==> src/rtl/serial_deser_pkg.sv <==
// Shared types and constants for the serial_deser bit-serial deserializer.
package serial_deser_pkg;

    localparam int unsigned       DEF_WORD_W      = 8;
    localparam int unsigned       DEF_SYNC_W      = 8;
    localparam logic [7:0]        DEF_SYNC_PAT    = 8'hA5;
    localparam int unsigned       DEF_FRAME_WORDS = 4;

    localparam logic [0:0] ST_HUNT    = 1'b0;
    localparam logic [0:0] ST_COLLECT = 1'b1;

    typedef enum logic [0:0] {
        HUNT    = ST_HUNT,
        COLLECT = ST_COLLECT
    } state_e;

    // Counter width for values 0..n-1, never narrower than one bit.
    function automatic int unsigned cnt_w(input int unsigned n);
        return (n < 2) ? 1 : $clog2(n);
    endfunction

endpackage

==> src/rtl/serial_deser_if.sv <==
// Word stream handed from serial_deser to its consumer (valid/ready).
interface serial_deser_if
    import serial_deser_pkg::*;
#(
    parameter int unsigned WORD_W = DEF_WORD_W
);
    logic [WORD_W-1:0] word_out;
    logic              valid_out;
    logic              ready_in;

    modport master (output word_out, output valid_out, input ready_in);
    modport slave  (input word_out, input valid_out, output ready_in);
endinterface

==> src/rtl/word_fifo2.sv <==
// Two-entry word FIFO; a push into a full buffer without a same-edge pop is dropped.
module word_fifo2 #(
    parameter int unsigned WORD_W = 8
) (
    input  logic              clk_in,
    input  logic              reset_in,
    input  logic              push_i,
    input  logic [WORD_W-1:0] push_data_i,
    input  logic              pop_i,
    output logic              full_o,
    output logic              empty_o,
    output logic [WORD_W-1:0] head_o
);
    logic [1:0]        count_q, count_d;
    logic [WORD_W-1:0] mem0_q, mem0_d;
    logic [WORD_W-1:0] mem1_q, mem1_d;
    logic              pop_ok;

    assign pop_ok  = pop_i && (count_q != 2'd0);
    assign full_o  = (count_q == 2'd2);
    assign empty_o = (count_q == 2'd0);
    assign head_o  = empty_o ? '0 : mem0_q;

    always_comb begin
        count_d = count_q;
        mem0_d  = mem0_q;
        mem1_d  = mem1_q;
        case ({push_i, pop_ok})
            2'b10: begin
                if (count_q == 2'd0) begin
                    mem0_d  = push_data_i;
                    count_d = 2'd1;
                end else if (count_q == 2'd1) begin
                    mem1_d  = push_data_i;
                    count_d = 2'd2;
                end
            end
            2'b01: begin
                mem0_d  = mem1_q;
                count_d = count_q - 2'd1;
            end
            2'b11: begin
                if (count_q == 2'd1) begin
                    mem0_d = push_data_i;
                end else begin
                    mem0_d = mem1_q;
                    mem1_d = push_data_i;
                end
            end
            default: ;
        endcase
    end

    always_ff @(posedge clk_in or negedge reset_in) begin
        if (!reset_in) begin
            count_q <= '0;
            mem0_q  <= '0;
            mem1_q  <= '0;
        end else begin
            count_q <= count_d;
            mem0_q  <= mem0_d;
            mem1_q  <= mem1_d;
        end
    end
endmodule

==> src/rtl/serial_deser.sv <==
// Sync-hunting bit-serial to word deserializer with a 2-entry buffered output.
module serial_deser
    import serial_deser_pkg::*;
#(
    parameter int unsigned       WORD_W      = DEF_WORD_W,
    parameter int unsigned       SYNC_W      = DEF_SYNC_W,
    parameter logic [SYNC_W-1:0] SYNC_PAT    = DEF_SYNC_PAT,
    parameter int unsigned       FRAME_WORDS = DEF_FRAME_WORDS
) (
    input  logic              clk_in,
    input  logic              reset_in,
    input  logic              enable_in,
    input  logic              din_in,
    output logic              locked_out,
    output logic              frame_done_out,
    output logic              overflow_out,
    serial_deser_if.master    out_if
);
    localparam int unsigned BCW = cnt_w(WORD_W);
    localparam int unsigned WCW = cnt_w(FRAME_WORDS);
    localparam int unsigned HCW = cnt_w(SYNC_W + 1);

    localparam logic [HCW-1:0] HUNT_FULL = HCW'(SYNC_W);
    localparam logic [HCW-1:0] HUNT_LAST = HCW'(SYNC_W - 1);
    localparam logic [BCW-1:0] BIT_LAST  = BCW'(WORD_W - 1);
    localparam logic [WCW-1:0] WORD_LAST = WCW'(FRAME_WORDS - 1);

    // The oldest sync/data bit is never consulted, so only width-1 bits are stored.
    state_e              state_q, state_d;
    logic [SYNC_W-2:0]   hunt_sr_q, hunt_sr_d;
    logic [HCW-1:0]      hunt_cnt_q, hunt_cnt_d;
    logic [WORD_W-2:0]   data_sr_q, data_sr_d;
    logic [BCW-1:0]      bit_cnt_q, bit_cnt_d;
    logic [WCW-1:0]      word_cnt_q, word_cnt_d;
    logic                frame_done_q, frame_done_d;
    logic                overflow_q, overflow_d;

    logic                bit_ev;
    logic [SYNC_W-1:0]   hunt_next;
    logic [WORD_W-1:0]   word_next;
    logic                push, pop, fifo_full, fifo_empty;
    logic [WORD_W-1:0]   head;

    assign bit_ev    = !enable_in;
    assign hunt_next = {hunt_sr_q, din_in};
    assign word_next = {data_sr_q, din_in};
    assign pop       = !fifo_empty && out_if.ready_in;

    always_comb begin
        state_d      = state_q;
        hunt_sr_d    = hunt_sr_q;
        hunt_cnt_d   = hunt_cnt_q;
        data_sr_d    = data_sr_q;
        bit_cnt_d    = bit_cnt_q;
        word_cnt_d   = word_cnt_q;
        frame_done_d = 1'b0;
        push         = 1'b0;
        if (bit_ev) begin
            case (state_q)
                HUNT: begin
                    hunt_sr_d = hunt_next[SYNC_W-2:0];
                    if (hunt_cnt_q != HUNT_FULL) hunt_cnt_d = hunt_cnt_q + HCW'(1);
                    if (hunt_cnt_q >= HUNT_LAST && hunt_next == SYNC_PAT) begin
                        state_d   = COLLECT;
                        bit_cnt_d = '0;
                    end
                end
                COLLECT: begin
                    data_sr_d = word_next[WORD_W-2:0];
                    if (bit_cnt_q == BIT_LAST) begin
                        push      = 1'b1;
                        bit_cnt_d = '0;
                        if (word_cnt_q == WORD_LAST) begin
                            state_d      = HUNT;
                            hunt_sr_d    = '0;
                            hunt_cnt_d   = '0;
                            word_cnt_d   = '0;
                            frame_done_d = 1'b1;
                        end else begin
                            word_cnt_d = word_cnt_q + WCW'(1);
                        end
                    end else begin
                        bit_cnt_d = bit_cnt_q + BCW'(1);
                    end
                end
                default: state_d = HUNT;
            endcase
        end
        overflow_d = overflow_q | (push & fifo_full & !pop);
    end

    always_ff @(posedge clk_in or negedge reset_in) begin
        if (!reset_in) begin
            state_q      <= HUNT;
            hunt_sr_q    <= '0;
            hunt_cnt_q   <= '0;
            data_sr_q    <= '0;
            bit_cnt_q    <= '0;
            word_cnt_q   <= '0;
            frame_done_q <= 1'b0;
            overflow_q   <= 1'b0;
        end else begin
            state_q      <= state_d;
            hunt_sr_q    <= hunt_sr_d;
            hunt_cnt_q   <= hunt_cnt_d;
            data_sr_q    <= data_sr_d;
            bit_cnt_q    <= bit_cnt_d;
            word_cnt_q   <= word_cnt_d;
            frame_done_q <= frame_done_d;
            overflow_q   <= overflow_d;
        end
    end

    word_fifo2 #(.WORD_W(WORD_W)) u_fifo (
        .clk_in      (clk_in),
        .reset_in    (reset_in),
        .push_i      (push),
        .push_data_i (word_next),
        .pop_i       (pop),
        .full_o      (fifo_full),
        .empty_o     (fifo_empty),
        .head_o      (head)
    );

    assign out_if.word_out  = head;
    assign out_if.valid_out = !fifo_empty;
    assign locked_out       = (state_q == COLLECT);
    assign frame_done_out   = frame_done_q;
    assign overflow_out     = overflow_q;
endmodule

==> src/flat_wrapper.sv <==
// flat-port wrapper written by rule: the top's interface ports become plain ports
module serial_deser_flat import serial_deser_pkg::*;
#(
    parameter int unsigned       WORD_W      = DEF_WORD_W,
    parameter int unsigned       SYNC_W      = DEF_SYNC_W,
    parameter logic [SYNC_W-1:0] SYNC_PAT    = DEF_SYNC_PAT,
    parameter int unsigned       FRAME_WORDS = DEF_FRAME_WORDS
)
  (clk_in, reset_in, enable_in, din_in, locked_out, frame_done_out, overflow_out, out_if_word_out, out_if_valid_out, out_if_ready_in);
  serial_deser_if #(.WORD_W(WORD_W)) out_if_i ();
  input  logic clk_in;
  input  logic reset_in;
  input  logic enable_in;
  input  logic din_in;
  output logic locked_out;
  output logic frame_done_out;
  output logic overflow_out;
  output wire logic [$bits(out_if_i.word_out)-1:0] out_if_word_out;
  output wire logic [$bits(out_if_i.valid_out)-1:0] out_if_valid_out;
  input wire logic [$bits(out_if_i.ready_in)-1:0] out_if_ready_in;
  assign out_if_word_out = out_if_i.word_out;
  assign out_if_valid_out = out_if_i.valid_out;
  assign out_if_i.ready_in = out_if_ready_in;
  serial_deser #(.WORD_W(WORD_W), .SYNC_W(SYNC_W), .SYNC_PAT(SYNC_PAT), .FRAME_WORDS(FRAME_WORDS)) u_core (.clk_in(clk_in), .reset_in(reset_in), .enable_in(enable_in), .din_in(din_in), .locked_out(locked_out), .frame_done_out(frame_done_out), .overflow_out(overflow_out), .out_if(out_if_i));
endmodule
==> config.mk <==
export PLATFORM = sky130hd
export DESIGN_NAME = serial_deser_flat
export DESIGN_NICKNAME = d
export VERILOG_FILES = /design/src/rtl/serial_deser_pkg.sv /design/src/rtl/serial_deser_if.sv /design/src/rtl/word_fifo2.sv /design/src/rtl/serial_deser.sv /design/src/flat_wrapper.sv
export SDC_FILE = /design/constraint.sdc
export NUM_CORES = 1
export LEC_CHECK = 0
export BUFFER_PORTS_ARGS = -buffer_cell sky130_fd_sc_hd__buf_2
export CAP_MARGIN = 20
export CORE_UTILIZATION = 30
export CTS_BUF_LIST = sky130_fd_sc_hd__clkbuf_16
export DETAILED_ROUTE_END_ITERATION = 8
export HOLD_SLACK_MARGIN = 0.05
export PLACE_DENSITY_LB_ADDON = 0.1
export SKIP_LAST_GASP = 1
export SLEW_MARGIN = 20
export SYNTH_ARGS = -nofsm -noshare
export SYNTH_HDL_FRONTEND = slang
export SYNTH_HIERARCHICAL = 1
export SYNTH_SLANG_ARGS = --single-unit
==> constraint.sdc <==
create_clock -name clk_in -period 2.25 [get_ports clk_in]
set_input_delay 0.1125 -clock clk_in [delete_from_list [all_inputs] [get_ports clk_in]]
set_output_delay 0.1125 -clock clk_in [all_outputs]
set_load 0.02 [all_outputs]
==> results.py <==
metrics = {
    "status": {
        "status": "complete, no violations",
    },
    "floorplan": {
        "initial_core_util_pct": 31.53,
        "die_width_microns": 90.01,
        "ioPinCount": 17,
        "core_region_area_sq_um": 7370,
        "rows": 31,
        "die_height_microns": 90.01,
        "die_area_sq_um": 8101,
    },
    "sta": {
        "finalMaxSlewViolations": 0,
        "post-route-min-period_ns": 2.013,
        "fmax_mhz": 496.9,
        "worstMarginPinSlew_ns": 0.5768,
        "finalSetupTns_ns": 0,
        "max_slew_margin_pct": 61.55,
        "rsz0062_at_grt": "false",
        "timing.final.crit_share_pct": 89.45,
        "finalHoldViolCount": 0,
        "setup_viol": 0,
        "fin_skew_ns": 0.006048,
    },
    "global_route": {
        "grt_pass1_vias": 1519,
        "overflow": 0,
        "gr-usage-all-layers_pct": 11.66,
        "grt_pass1_wl_microns": 7603,
        "grt_antenna_before_repair": 0,
        "grt_max_degree": 45,
    },
    "critical_path": {
        "required_ns": 2.41,
        "critPathMaxFanout": 8,
        "worst_path_most_repeated_cell": "ha_1",
        "cp.arrival_ns": 2.18,
        "crit_path_end_kind": "flop",
        "worstSetupStartpointType": "flop",
        "crit_family": "adder cells",
        "crit_path_max_incr_delay_ns": 0.37,
        "crit_chain": "ha_1 -> ha_1 -> nand2_1 -> inv_1 -> nand2b_1 -> a21oi_4 -> mux2_4",
        "cpMaxStageDelayCell": "a21oi_4",
        "crit_type": "flop to flop",
        "worst-path-buf-inv": 1,
    },
    "place": {
        "io_buffers": 16,
        "globalplace.congestion": 0.7110,
        "hpwlAfterDp_microns": 3049,
        "place_area_sq_um": 2525,
    },
    "clocking": {
        "clk_path_buf_depth": 2,
        "root_buffer": "clkbuf_16",
        "clock_latency_ns": 0.28,
        "post_cts_resized": 0,
        "cts.sinks": 44,
        "cts_buffers": 5,
        "htree_levels": 2,
        "path_clk_slew_ns": 0.06,
        "cts_tree": "done",
        "postCtsSetupBuffers": 0,
        "ctsHoldBuffers": 1,
    },
    "yosys": {
        "synth_xor_area_share_pct": 0,
        "syn-cell-area_sq_um": 2323,
        "synth_fa_ha_area_share_pct": 4.308,
        "synth-edff-count": 0,
        "syn_avg_cell_area_sq_um": 10.86,
        "synth-seq-cells": 44,
        "syn_nets": 227,
        "synth_simple_gate_area_share_pct": 17.23,
        "ys_types": 47,
        "synth.area.mux_share_pct": 12.44,
        "async_reset_ff_share_pct": 100.0,
        "synth_compound_area_share_pct": 14.81,
        "syn_inst": 214,
        "yosys_warnings": 6,
        "synth_top_family_by_area": "simple AND/OR/NAND/NOR gates",
        "synth_ff_type": "dfrtp_1",
        "ys_seq_area_share_pct": 47.39,
    },
    "layout": {
        "area_growth_pct": 15.13,
        "layout-drive-gt1-share_pct": 20.34,
        "multi_input_area_sq_um": 1134,
        "nets": 248,
        "regArea_sq_um": 1101,
        "diodes": 0,
        "post-route-cell-area_sq_um": 2675,
        "num-fill-cells": 737,
    },
    "routing": {
        "avgRoutedWirePerCell_microns": 13.27,
        "drt-pass1-iter-count": 4,
        "finalWirelength_microns": 4445,
        "vias": 1580,
        "drc": 0,
        "vias_per_cell": 4.716,
        "detail-route-antenna-nets": 0,
        "drtIter0Drc": 33,
    },
    "power_and_ir_drop": {
        "ir_worst_vdd_uv": 319.9,
        "p_seq_share_pct": 41.4,
        "switchingPower_w": 0.0008364,
        "intPower_w": 0.001612,
        "combPwrFrac_pct": 30.4,
        "p_per_area_nw_per_um2": 915.1,
        "leakagePower_nw": 1.314,
        "p_sw_share_pct": 34.17,
        "clockPowerShare_pct": 28.1,
    },
    "hold_path": {
        "min_path_type": "primary input to flop",
    },
    "run": {
        "maxCapViolations": 0,
    },
}
==> worst min-delay path, stage by stage <==
cell	delay [ns]
buf_2	0.14
nand2_1	0.07
nand2_1	0.04
==> cell type report <==
| type | count | share of cell area (%) |
|---|---|---|
| Clock inverter | 3 | 0.5613 |
| Timing Repair Buffer | 24 | 5.332 |
| Sequential cell | 44 | 41.16 |
| Inverter | 9 | 1.263 |
| Clock buffer | 5 | 4.677 |
| Tap cell | 99 | 4.630 |
| Multi-Input combinational cell | 151 | 42.38 |
==> state kept, by name (all words and copies together) (netlist names) <==
| register | count |
|---|---|
| u_core/u_fifo/mem0_q | 8 |
| u_core/u_fifo/mem1_q | 8 |
| u_core/data_sr_q | 7 |
| u_core/hunt_sr_q | 7 |
| u_core/hunt_cnt_q | 4 |
| u_core/bit_cnt_q | 3 |
| u_core/u_fifo/count_q | 2 |
| u_core/word_cnt_q | 2 |
| u_core/frame_done_out | 1 |
| u_core/locked_out | 1 |
| u_core/overflow_out | 1 |
==> power groups by stage <==
stage                     Clock (W)  Combinational, W  Sequential, W
after floorplan                   0          0.000588       0.000999
after global placement            0          0.000758        0.00103
after detailed placement          0          0.000748        0.00103
after CTS                  0.000723          0.000754        0.00101
after global routing       0.000749          0.000836        0.00103
final                      0.000688          0.000745        0.00101
==> cells in the final DEF (no fill, tap or decap), types with 2 or more instances in the layout <==
master,synthesis,final
buf_4,1,7
buf_2,5,16
a22oi_1,5,5
dfrtp_1,44,44
mux2i_1,9,9
inv_1,8,9
a221oi_1,3,3
o31ai_1,2,2
nand3b_1,2,2
nor2b_1,14,14
clkbuf_16,0,5
mux2_1,5,5
o21ai_1,8,8
a211o_1,3,3
ha_1,8,8
a21oi_1,6,6
nand2b_1,6,6
nand2_1,28,28
a22o_1,7,7
nor3_1,4,4
nor2_1,5,5
o21ai_0,4,4
mux2_4,8,8
nor3b_1,3,3
mux2_2,2,2
==> layer usage <==
layer	part of all wire (%)	track usage [%]
met5	0	0
met3	3.0	2.876
met4	0.70	3.629
met2	43	17.62
met1	53	16.36
==> cells in the mapped netlist, drive strengths merged (6+ instances only) <==
library cell / instances / share of area (%)
dfrtp: 44 / 47
nand2: 29 / 4.8
mux2: 15 / 8.6
nor2b: 15 / 4.1
o21ai: 12 / 2.6
inv: 9 / 1.5
mux2i: 9 / 3.9
buf: 8 / 2.0
ha: 8 / 4.3
a21oi: 7 / 2.0
a22o: 7 / 2.6
nand2b: 6 / 1.6
==> logic make-up (layout without fill, tap and decap cells) <==
family          Yosys count  after routing
compound gates           46             46
buf+inv                  19             41
flops                    44             44
simple gates             73             73
fa+ha+maj                 8              8
mux                      24             24
==> path summary, 6_finish.rpt <==
| path | startpoint | to | slack [ns] | cells past startpoint |
|---|---|---|---|---|
| max reg2reg | u_core/bit_cnt_q[0] | u_core/u_fifo/mem1_q[0] | 0.24 | 7 |
| min reg2reg | u_core/overflow_out | u_core/overflow_out | 0.47 | 2 |
| min | din_in | u_core/data_sr_q[0] | 0.12 | 3 |
| max | u_core/bit_cnt_q[0] | u_core/u_fifo/mem1_q[0] | 0.24 | 7 |
| min in group asynchronous | reset_in | u_core/hunt_cnt_q[1] | 0.46 | 3 |
| max in group asynchronous | reset_in | u_core/hunt_sr_q[4] | 1.40 | 3 |
==> through the flow <==
step           std cells  total power, W  worst slack (ns)  utilization (%)  hold slack, ns
2_1_floorplan        214        0.001587            0.1770                -         -0.1831
3_3_place_gp         326        0.001790            0.2920            34.26          0.2474
3_5_place_dp         326        0.001775            0.2115            34.26          0.2393
4_1_cts              335        0.002493            0.2072            36.30          0.1258
5_1_grt              335        0.002616            0.1054            36.30          0.1587
6_report             335        0.002448            0.2375            36.30          0.1244
Power figures use the tool's default switching activity.
